File: src/rtl/cpu_step_controller.sv
// ----------------------------------------------------------------------------
// cpu_step_controller
//
// Purpose:
//   Turns the divided slow clock into single-cycle CPU clock-enable pulses in
//   the i_clkin domain and provides run / single-step / halt control for the
//   microprocessor core. i_slow_clk is sampled as data (synchronised and
//   edge-detected), never used as a clock.
//
// Parameters:
//   DEBOUNCE_CYCLES  stable cycles before a step button change is accepted (1..255)
//   CNT_W            width of o_step_count
//
// Ports:
//   i_clkin       system clock, sole clock of the block
//   i_rst         synchronous active-high reset
//   i_slow_clk    divided clock from the frequency divider (asynchronous, sampled)
//   i_run_sw      raw run switch, 1 = free-run
//   i_step_btn    raw bouncy step button, rising press = one step
//   i_halt_req    halt request from the CPU core (i_clkin domain, level)
//   o_cpu_en      registered one-cycle enable pulse to the CPU core
//   o_state       00 IDLE, 01 RUN, 10 STEP_WAIT, 11 HALTED
//   o_step_count  number of o_cpu_en pulses issued, wraps
// ----------------------------------------------------------------------------
module cpu_step_controller #(
    parameter int unsigned DEBOUNCE_CYCLES = 4,
    parameter int unsigned CNT_W           = 16
) (
    input  logic             i_clkin,
    input  logic             i_rst,
    input  logic             i_slow_clk,
    input  logic             i_run_sw,
    input  logic             i_step_btn,
    input  logic             i_halt_req,
    output logic             o_cpu_en,
    output logic [1:0]       o_state,
    output logic [CNT_W-1:0] o_step_count
);

    localparam logic [1:0] StIdle     = 2'b00;
    localparam logic [1:0] StRun      = 2'b01;
    localparam logic [1:0] StStepWait = 2'b10;
    localparam logic [1:0] StHalted   = 2'b11;

    localparam logic [7:0]       DebLast = 8'(DEBOUNCE_CYCLES - 1);
    localparam logic [CNT_W-1:0] CntOne  = CNT_W'(1);

    // Synchronisers
    logic r_slow_s1, r_slow_s2, r_slow_s3;
    logic r_run_s1, r_run_s2;
    logic r_btn_s1, r_btn_s2;

    // Debounce
    logic [7:0] r_deb_cnt;
    logic       r_deb_level;

    // Control
    logic [1:0]       r_state;
    logic             r_cpu_en;
    logic [CNT_W-1:0] r_step_count;

    logic       w_tick;
    logic       w_btn_mismatch;
    logic       w_deb_flip;
    logic       w_step_req;
    logic [1:0] w_state_d;
    logic       w_cpu_en_d;

    // One tick per slow clock rising edge; falling edges never qualify.
    assign w_tick = r_slow_s2 & ~r_slow_s3;

    // The level flips on the last of DEBOUNCE_CYCLES consecutive mismatching cycles.
    assign w_btn_mismatch = r_btn_s2 ^ r_deb_level;
    assign w_deb_flip     = w_btn_mismatch && (r_deb_cnt == DebLast);
    // Flip towards 1 is the 0->1 transition of the debounced level.
    assign w_step_req     = w_deb_flip & r_btn_s2;

    always_ff @(posedge i_clkin) begin
        if (i_rst) begin
            r_slow_s1   <= 1'b0;
            r_slow_s2   <= 1'b0;
            r_slow_s3   <= 1'b0;
            r_run_s1    <= 1'b0;
            r_run_s2    <= 1'b0;
            r_btn_s1    <= 1'b0;
            r_btn_s2    <= 1'b0;
            r_deb_cnt   <= 8'd0;
            r_deb_level <= 1'b0;
        end else begin
            r_slow_s1 <= i_slow_clk;
            r_slow_s2 <= r_slow_s1;
            r_slow_s3 <= r_slow_s2;
            r_run_s1  <= i_run_sw;
            r_run_s2  <= r_run_s1;
            r_btn_s1  <= i_step_btn;
            r_btn_s2  <= r_btn_s1;
            if (w_btn_mismatch) begin
                if (w_deb_flip) begin
                    r_deb_level <= r_btn_s2;
                    r_deb_cnt   <= 8'd0;
                end else begin
                    r_deb_cnt <= r_deb_cnt + 8'd1;
                end
            end else begin
                r_deb_cnt <= 8'd0;
            end
        end
    end

    // Priority: halt_req > run_s > step_req.
    always_comb begin
        w_state_d  = r_state;
        w_cpu_en_d = 1'b0;
        case (r_state)
            StIdle: begin
                if (i_halt_req) begin
                    w_state_d = StHalted;
                end else if (r_run_s2) begin
                    w_state_d = StRun;
                end else if (w_step_req) begin
                    w_state_d = StStepWait;
                end
            end
            StRun: begin
                if (i_halt_req) begin
                    w_state_d = StHalted;
                end else if (!r_run_s2) begin
                    w_state_d = StIdle;
                end else begin
                    w_cpu_en_d = w_tick;
                end
            end
            StStepWait: begin
                if (i_halt_req) begin
                    w_state_d = StHalted;
                end else if (w_tick) begin
                    w_cpu_en_d = 1'b1;
                    w_state_d  = StIdle;
                end
            end
            StHalted: begin
                w_state_d = StHalted;
            end
            default: begin
                w_state_d = StIdle;
            end
        endcase
    end

    always_ff @(posedge i_clkin) begin
        if (i_rst) begin
            r_state      <= StIdle;
            r_cpu_en     <= 1'b0;
            r_step_count <= '0;
        end else begin
            r_state  <= w_state_d;
            r_cpu_en <= w_cpu_en_d;
            if (w_cpu_en_d) begin
                r_step_count <= r_step_count + CntOne;
            end
        end
    end

    assign o_cpu_en     = r_cpu_en;
    assign o_state      = r_state;
    assign o_step_count = r_step_count;

endmodule

File: config.mk
export PLATFORM = sky130hd
export DESIGN_NAME = cpu_step_controller
export DESIGN_NICKNAME = d
export VERILOG_FILES = /design/src/rtl/cpu_step_controller.sv
export SDC_FILE = /design/constraint.sdc
export NUM_CORES = 1
export LEC_CHECK = 0
export BUFFER_PORTS_ARGS = -buffer_cell sky130_fd_sc_hd__clkbuf_2
export CORE_MARGIN = 2
export CORE_UTILIZATION = 49
export DETAILED_ROUTE_END_ITERATION = 7
export PLACE_DENSITY = 0.79
export SLEW_MARGIN = 10
export SYNTH_ARGS = -nofsm -noshare
export SYNTH_HDL_FRONTEND = slang
export SYNTH_SLANG_ARGS = --single-unit
File: constraint.sdc
create_clock -name i_clkin -period 2.2 [get_ports i_clkin]
set_clock_uncertainty 0.05 [all_clocks]
set_input_delay 0.66 -clock i_clkin [delete_from_list [all_inputs] [get_ports i_clkin]]
set_output_delay 0.66 -clock i_clkin [all_outputs]
set_load 0.02 [all_outputs]
Yosys cells after proc, flatten, opt, wreduce, memory -nomap -nowiden
Cells that the tools add are included.

Register bits after elaboration: 35. Input bits: 6. Output and inout port bits: 19. Word-level logic and storage cells: 44.

Add/subtract/negate cells: 2. Eq/ne operators: 7. Muxes and demuxes: 13. Bitwise gates (word level): 5. Reduce and logical (&&, ||, !) cells: 5.

Operators by type and width (number): 16-bit by 1-bit adder with 16-bit output, second input constant (1); 2-bit 2-to-1 mux (7); 8-bit by 1-bit adder with 8-bit output, second input constant (1); 8-bit by 2-bit == test with 1-bit output, second input constant (1); 2-bit case mux with 4 select lines (1); 3-bit != test, second input constant (2); 2-bit == test, second input constant (2); 1-bit 2-to-1 mux (4); 4-bit != test, second input constant (1); 3-bit AND reduction (1); 3-bit OR reduction (1); 1-bit AND (2); 2-bit by 1-bit == test with 1-bit output, second input constant (1); 2-bit zero test (1); 1-bit NOT (2); 1-bit case mux with 2 select lines (1); 2-bit AND reduction (1); 1-bit logical AND (1); 1-bit bitwise XOR (1).

Longest topological paths before layout
Gate-level depths: netlist of run 1.

Depth in word-level cells: 7. Mapped depth: 8. Gate-level depth less buffers: 6.

Least setup slack after synthesis of run 1
Ideal clock, no wire load.

Kind: flip-flop to flip-flop. From: register r_state[0] (netlist: o_state[0]). To: register r_step_count[15] (netlist: o_step_count[15]). Library setup time: 71 ps. Arrival: 2422 ps. Data required time: 2079 ps. Slack: -343 ps. Cell stages (with the launch flop): 9. Buffers on the path: 2. Period minus slack after synthesis: 2543 ps. Cell sequence: dfxtp_1 -> inv_1 -> ha_1 -> nand4bb_4 -> buf_6 -> or4_1 -> buf_2 -> or4_1 -> a21oi_1.

Cells in the longest elaborated chain, start to end: 2. Elaborated cells on any way between the ends: 3. Those cells by class: eq/ne (2); mux (1).

Ends and longest elaborated chain: start, declared (RTL line 58) `logic [1:0] r_state;`; start signal, assigned (RTL line 152) `r_state <= StIdle;`; start signal, assigned (RTL line 156) `r_state <= w_state_d;`; 2-bit == test / 2-bit by 1-bit == test with 1-bit output (equally long branches) (RTL line 114) `case (r_state)`; 1-bit case mux with 2 select lines (*) (RTL line 114); end signal, assigned (RTL line 159) `r_step_count <= r_step_count + CntOne;`; end, declared (RTL line 60) `logic [CNT_W-1:0] r_step_count;`.

Every way passes the cells marked *; elsewhere a longest branch is shown, timed or not. A chain may end at the register's enable or synchronous reset.

Worst setup path after layout of run 1
From: register r_state[1] (netlist: o_state[1]). To: register r_step_count[14] (netlist: o_step_count[14]).

Same word-level chain as after synthesis.

==> results of run 1 <==
[sequential cells by signal (all words and copies together) (netlist names)]
| register | count |
|---|---|
| o_step_count | 16 |
| r_deb_cnt | 8 |
| o_state | 2 |
| o_cpu_en | 1 |
| r_btn_s1 | 1 |
| r_btn_s2 | 1 |
| r_deb_level | 1 |
| r_run_s1 | 1 |
| r_run_s2 | 1 |
| r_slow_s1 | 1 |
| r_slow_s2 | 1 |
| r_slow_s3 | 1 |
[timing repair]
| item | CTS | global route |
|---|---|---|
| resized for setup | 0 | 1 |
| setup endpoints to repair | 0 | 1 |
| hold buffers | 0 | 0 |
| setup buffers | 0 | 0 |
[worst max path at each step]
stage	end	depth (start not counted)	slack, ns	start
floorplan	o_step_count[15]	6	-0.05	i_halt_req
global placement	o_step_count[15]	5	0.06	i_halt_req
detailed placement	o_step_count[14]	5	-0.006	i_halt_req
CTS	o_step_count[14]	6	0.12	o_state[0]
global route	o_step_count[11]	7	0.002	o_state[1]
finish	o_step_count[14]	6	0.12	o_state[1]
[power by group]
group / internal [uW] / leakage [uW] / total, uW / switching, uW
Combinational: 114 / 0.000381 / 259 / 145
Clock: 158 / 0.0000388 / 382 / 224
Sequential: 662 / 0.000285 / 688 / 25.8
Total: 934 / 0.000705 / 1330 / 395
[stage by stage]
step	TNS, ns	hold slack [ns]
floorplan	-0.0478	0.364
global placement	0	0.370
detailed placement	-0.00555	0.370
CTS	0	0.396
global route	0	0.416
finish	0	0.394
[cell families after synthesis]
logic type,count (synthesis)
multiplexers,3
buffers and inverters,11
AND/OR/NAND/NOR,77
flip-flops,35
adder cells (fa/ha/maj),7
AO/OA/AOI/OAI,27
XOR/XNOR,13
[synth_stat cells]
library cell / count
nor3_1: 4
and4_1: 2
dfxtp_1: 35
inv_1: 5
xor2_1: 5
buf_2: 1
buf_1: 1
mux2i_1: 3
clkbuf_1: 3
nand2_1: 7
or4_1: 3
nor2b_1: 8
nor4_1: 3
a2bb2oi_1: 1
nand3_1: 11
or3_1: 7
and3_1: 3
buf_6: 1
nor2_1: 20
o21ai_0: 10
ha_1: 7
xnor2_1: 8
a21oi_1: 13
nor3b_1: 2
nand2b_1: 4
a31o_2: 1
o31ai_1: 1
a22oi_1: 1
nand4_1: 2
nand4bb_4: 1
[layer usage]
| metal | wire length (um) | part of all wire (%) | GRT usage (%) | vias to the layer above |
|---|---|---|---|---|
| met5 | 0 | 0 | 0 | - |
| met1 | 1340 | 45 | 21.5 | 620 |
| met3 | 148 | 4.9 | 7.68 | 2 |
| li1 | - | - | - | 668 |
| met2 | 1500 | 50 | 30.6 | 31 |
| met4 | 21 | 0.70 | 6.67 | 0 |
[area by class of cell]
type | instances | area (um2)
Sequential cell | 35 | 708
Clock buffer | 6 | 51.3
Timing Repair Buffer | 30 | 165
Clock inverter | 2 | 15.0
Tap cell | 44 | 55.1
Multi-Input combinational cell | 127 | 827
Fill cell | 273 | 1190
Inverter | 5 | 18.8
==> impl_metrics.env, run 1 <==
export IMPL_drt_iter0_drc=71
export IMPL_yosysWarnings=0
export IMPL_post_route_period_util_pct=94.4
export IMPL_status="completed"
export IMPL_mappedNetlistArea_um2=1560
export IMPL_cp_required_ns=2.42
export IMPL_ios=25
export IMPL_rsz0062_at_grt="no"
export IMPL_vdd_drop_max_v=0.000441
export IMPL_ys_seq_area_share_pct=45.0
export IMPL_reg2regPathDepth=6
export IMPL_dp_slack_ns=-0.00555
export IMPL_cp_slowest_cell="or4_1"
export IMPL_post_dp_hpwl_mm=2.15
export IMPL_yosysTopAreaCell="dfxtp_1"
export IMPL_crit_path_max_fanout=6
export IMPL_grt_pass1_vias=1186
export IMPL_cts_buffers=5
export IMPL_synth_cells=173
export IMPL_r2r_start="o_state[1]"
export IMPL_powerDensity_nw_per_um2=722
export IMPL_critPathCaptureType="register"
export IMPL_synth_xor_area_share_pct=7.31
export IMPL_finalSetupViolations=0
export IMPL_synthMuxAreaShare_pct=1.93
export IMPL_synth_top_family_by_area="simple AND/OR/NAND/NOR gates"
export IMPL_drtPass1Iterations=4
export IMPL_die_w_um=60.4
export IMPL_max_clock_freq_ghz=0.481
export IMPL_final_common_cell="dfxtp_1"
export IMPL_cp_arrival_ns=2.30
export IMPL_clockBufferDepth=2
export IMPL_ys_types=30
export IMPL_max_stage_delay_ns=0.61
export IMPL_finish_utilization_pct=60.8
export IMPL_postRouteAntennaNets=0
export IMPL_initial_core_util_pct=51.4
export IMPL_synth_nets=186
export IMPL_yosys_area_share_simple_pct=27.5
export IMPL_port_buffers=24
export IMPL_via_per_inst=5.31
export IMPL_die_area_um2=3650
export IMPL_instances_no_fill=249
export IMPL_maxCapViolCount=0
export IMPL_nets=217
export IMPL_cts_sinks=35
export IMPL_path_clk_slew_ns=0.12
export IMPL_crit_type="register to register"
export IMPL_cts_tree="done"
export IMPL_gp_congestion=0.777
export IMPL_synth_compound_area_share_pct=9.48
export IMPL_num_rows=20
export IMPL_cts_root_buffer="clkbuf_4"
export IMPL_worst_pin_slew_ns=0.382
export IMPL_gr_total_overflow=0
export IMPL_route_vias_total=1321
export IMPL_design_area_um2=1840
export IMPL_min_from="r_slow_s1"
export IMPL_finalMaxSlewViolations=0
export IMPL_grt_max_degree=21
export IMPL_synth_adder_area_share_pct=5.62
export IMPL_synth_area_top_cells="dfxtp_1 (45%), ha_1 (5.6%), nor2_1 (4.8%), xnor2_1 (4.5%), a21oi_1 (4.2%)"
export IMPL_avgSynthCellArea_um2=9.00
export IMPL_r2r_slack_ns=0.12
export IMPL_core_area_um2=3030
export IMPL_die_y_um=60.4
export IMPL_clk_latency_ns=0.34
export IMPL_htreeDepth=2
export IMPL_slew_headroom_pct=74.5
export IMPL_n_antenna_cell=0
export IMPL_drc_errors=0
export IMPL_antenna_found_initial=0
export IMPL_leakage_uw=0.000705
export IMPL_post_drt_wl_per_cell_um=12.1
export IMPL_placedCellCount=241
export IMPL_start_kind="register"
export IMPL_crit_buf_inv=1
export IMPL_synth_seq_cells=35
export IMPL_finalHoldViolCount=0
export IMPL_totalPowerFinal_uw=1330
export IMPL_hp_class="register to register"
export IMPL_hold_path_depth=1
export IMPL_layout_common_cells="dfxtp_1 (33), clkbuf_2 (24), nor2_1 (20)"
export IMPL_area_delta_synth_final_pct=18.2
export IMPL_synth_top_area_share_pct=45.0
export IMPL_min_period_ns=2.08
export IMPL_gr_usage_all_layers_pct=18.5
export IMPL_setup_slack_ns=0.123
export IMPL_grt_pass1_wl_mm=4.89
export IMPL_totalWireLength_mm=3.01
export IMPL_final_layout_size_suffix_gt1_share_pct=22.9
export IMPL_whs_endpoint="r_slow_s2"
export IMPL_r2r_end="o_step_count[14]"
export IMPL_crit_family="simple AND/OR/NAND/NOR gates"
export IMPL_placed_area_um2=1770
export IMPL_worstPathCellList="inv_2, ha_4, nand4bb_4, or4_1, or3_1, a21oi_1"
(Power assumes the default switching activity.)
==> run 2, diff against run 1 <==
CTS_BUF_LIST = sky130_fd_sc_hd__clkbuf_16   (was default)
==> run 2 against run 1 <==
  * Cell count unchanged
  * Largest cell class unchanged
  * Die area unchanged
  * Sequential share of layout area down 1.6 points
  * Setup slack better by 0.00080 ns
==> impl_metrics.env, run 2 (same netlist as run 1, synthesis figures left out) <==
export IMPL_status="completed"
export IMPL_finalMaxSlewViolations=0
export IMPL_cp_arrival_ns=2.23
export IMPL_hold_path_depth=1
export IMPL_core_area_um2=3030
export IMPL_die_w_um=60.4
export IMPL_cp_slowest_cell="or4_1"
export IMPL_grt_pass1_vias=1204
export IMPL_leakage_uw=0.000738
export IMPL_antenna_found_initial=0
export IMPL_slew_headroom_pct=74.4
export IMPL_nets=217
export IMPL_finalHoldViolCount=0
export IMPL_largest_register_ffs=16
export IMPL_cts_tree="done"
export IMPL_ios=25
export IMPL_post_dp_hpwl_mm=2.15
export IMPL_gr_usage_all_layers_pct=18.0
export IMPL_port_buffers=24
export IMPL_worst_pin_slew_ns=0.384
export IMPL_post_route_period_util_pct=94.4
export IMPL_drc_errors=0
export IMPL_cts_root_buffer="clkbuf_16"
export IMPL_post_drt_wl_per_cell_um=12.2
export IMPL_final_layout_size_suffix_gt1_share_pct=22.4
export IMPL_maxCapViolCount=0
export IMPL_hp_class="register to register"
export IMPL_via_per_inst=5.31
export IMPL_start_kind="register"
export IMPL_rsz0062_at_grt="no"
export IMPL_worstPathCellList="inv_2, ha_4, nand4bb_4, or4_1, or3_1, a21oi_1"
export IMPL_num_rows=20
export IMPL_clockBufferDepth=2
export IMPL_placed_area_um2=1770
export IMPL_path_clk_slew_ns=0.06
export IMPL_crit_type="register to register"
export IMPL_cp_required_ns=2.35
export IMPL_design_area_um2=1920
export IMPL_final_common_cell="dfxtp_1"
export IMPL_drt_iter0_drc=110
export IMPL_finalSetupViolations=0
export IMPL_max_clock_freq_ghz=0.482
export IMPL_cts_buffers=5
export IMPL_crit_path_max_fanout=6
export IMPL_powerDensity_nw_per_um2=846
export IMPL_totalWireLength_mm=3.04
export IMPL_cts_setup_buffers=0
export IMPL_cts_sinks=35
export IMPL_grt_max_degree=21
export IMPL_grt_pass1_wl_mm=4.91
export IMPL_setup_tns_ns=0
export IMPL_clk_latency_ns=0.28
export IMPL_drtPass1Iterations=4
export IMPL_initial_core_util_pct=51.4
export IMPL_reg2regPathDepth=6
export IMPL_die_y_um=60.4
export IMPL_gr_total_overflow=0
export IMPL_n_antenna_cell=0
export IMPL_area_delta_synth_final_pct=23.1
export IMPL_critPathCaptureType="register"
export IMPL_die_area_um2=3650
export IMPL_vdd_drop_max_v=0.000466
export IMPL_route_vias_total=1322
export IMPL_gp_congestion=0.777
export IMPL_layout_common_cells="dfxtp_1 (33), clkbuf_2 (24), nor2_1 (20)"
export IMPL_htreeDepth=2
export IMPL_postRouteAntennaNets=0
export IMPL_max_stage_delay_ns=0.62
export IMPL_min_period_ns=2.08
==> run 2: through the flow <==
stage	instances	hold slack (ns)	utilization [%]	total power (uW)	setup slack (ns)
after floorplan	173	0.364	-	891	-0.0478
after global placement	241	0.370	58.5	947	0.0610
after detailed placement	241	0.370	58.5	964	-0.00555
after CTS	249	0.382	63.2	1640	0.116
after global routing	249	0.408	63.3	1700	0.0124
final	249	0.385	63.3	1620	0.123
==> run 2: path summary, 6_finish.rpt <==
check | end | startpoint | slack, ns
setup / recovery | o_step_count[14] | o_state[1] | 0.12
hold / removal | r_slow_s2 | r_slow_s1 | 0.38
setup reg to reg | o_step_count[14] | o_state[1] | 0.12
hold reg to reg | r_slow_s2 | r_slow_s1 | 0.38
==> run 2: cell type report <==
type | count | area (um2)
flip-flops and latches | 35 | 708
multi-input cells | 127 | 827
fillers | 257 | 1110
clock inverters | 3 | 18.8
well taps | 44 | 55.1
inverters | 5 | 18.8
repair buffers | 30 | 165
clock buffers | 5 | 125
==> run 2: power breakdown <==
part | switching [uW] | total [uW] | leakage [uW] | internal, uW
Combinational | 147 | 260 | 0.000381 | 114
Clock | 256 | 673 | 0.0000718 | 417
Sequential | 26.5 | 689 | 0.000285 | 663
Total | 429 | 1620 | 0.000738 | 1190
==> run 2: per-layer routing <==
layer | track usage [%] | share of wire, % | wire length, um
met1 | 21.6 | 45 | 1360
met2 | 31.1 | 49 | 1500
met3 | 4.48 | 4.5 | 136
met4 | 6.67 | 1.4 | 42
met5 | 0 | 0 | 0
==> run 2: worst max-delay path, delay by kind of cell (launching register included) <==
| kind | cells | cell delay [ns] |
|---|---|---|
| and+or+nand+nor | 3 | 1.08 |
| DFF | 1 | 0.37 |
| adders and majority gates | 1 | 0.28 |
| AOI/OAI and AO/OA | 1 | 0.16 |
| buffers and inverters | 1 | 0.06 |
==> run 2: what timing repair did <==
action / 4_1_cts / 5_1_grt
hold buffers: 0 / 0
gates resized for setup: 0 / 1
endpoints found under the setup margin: 0 / 1
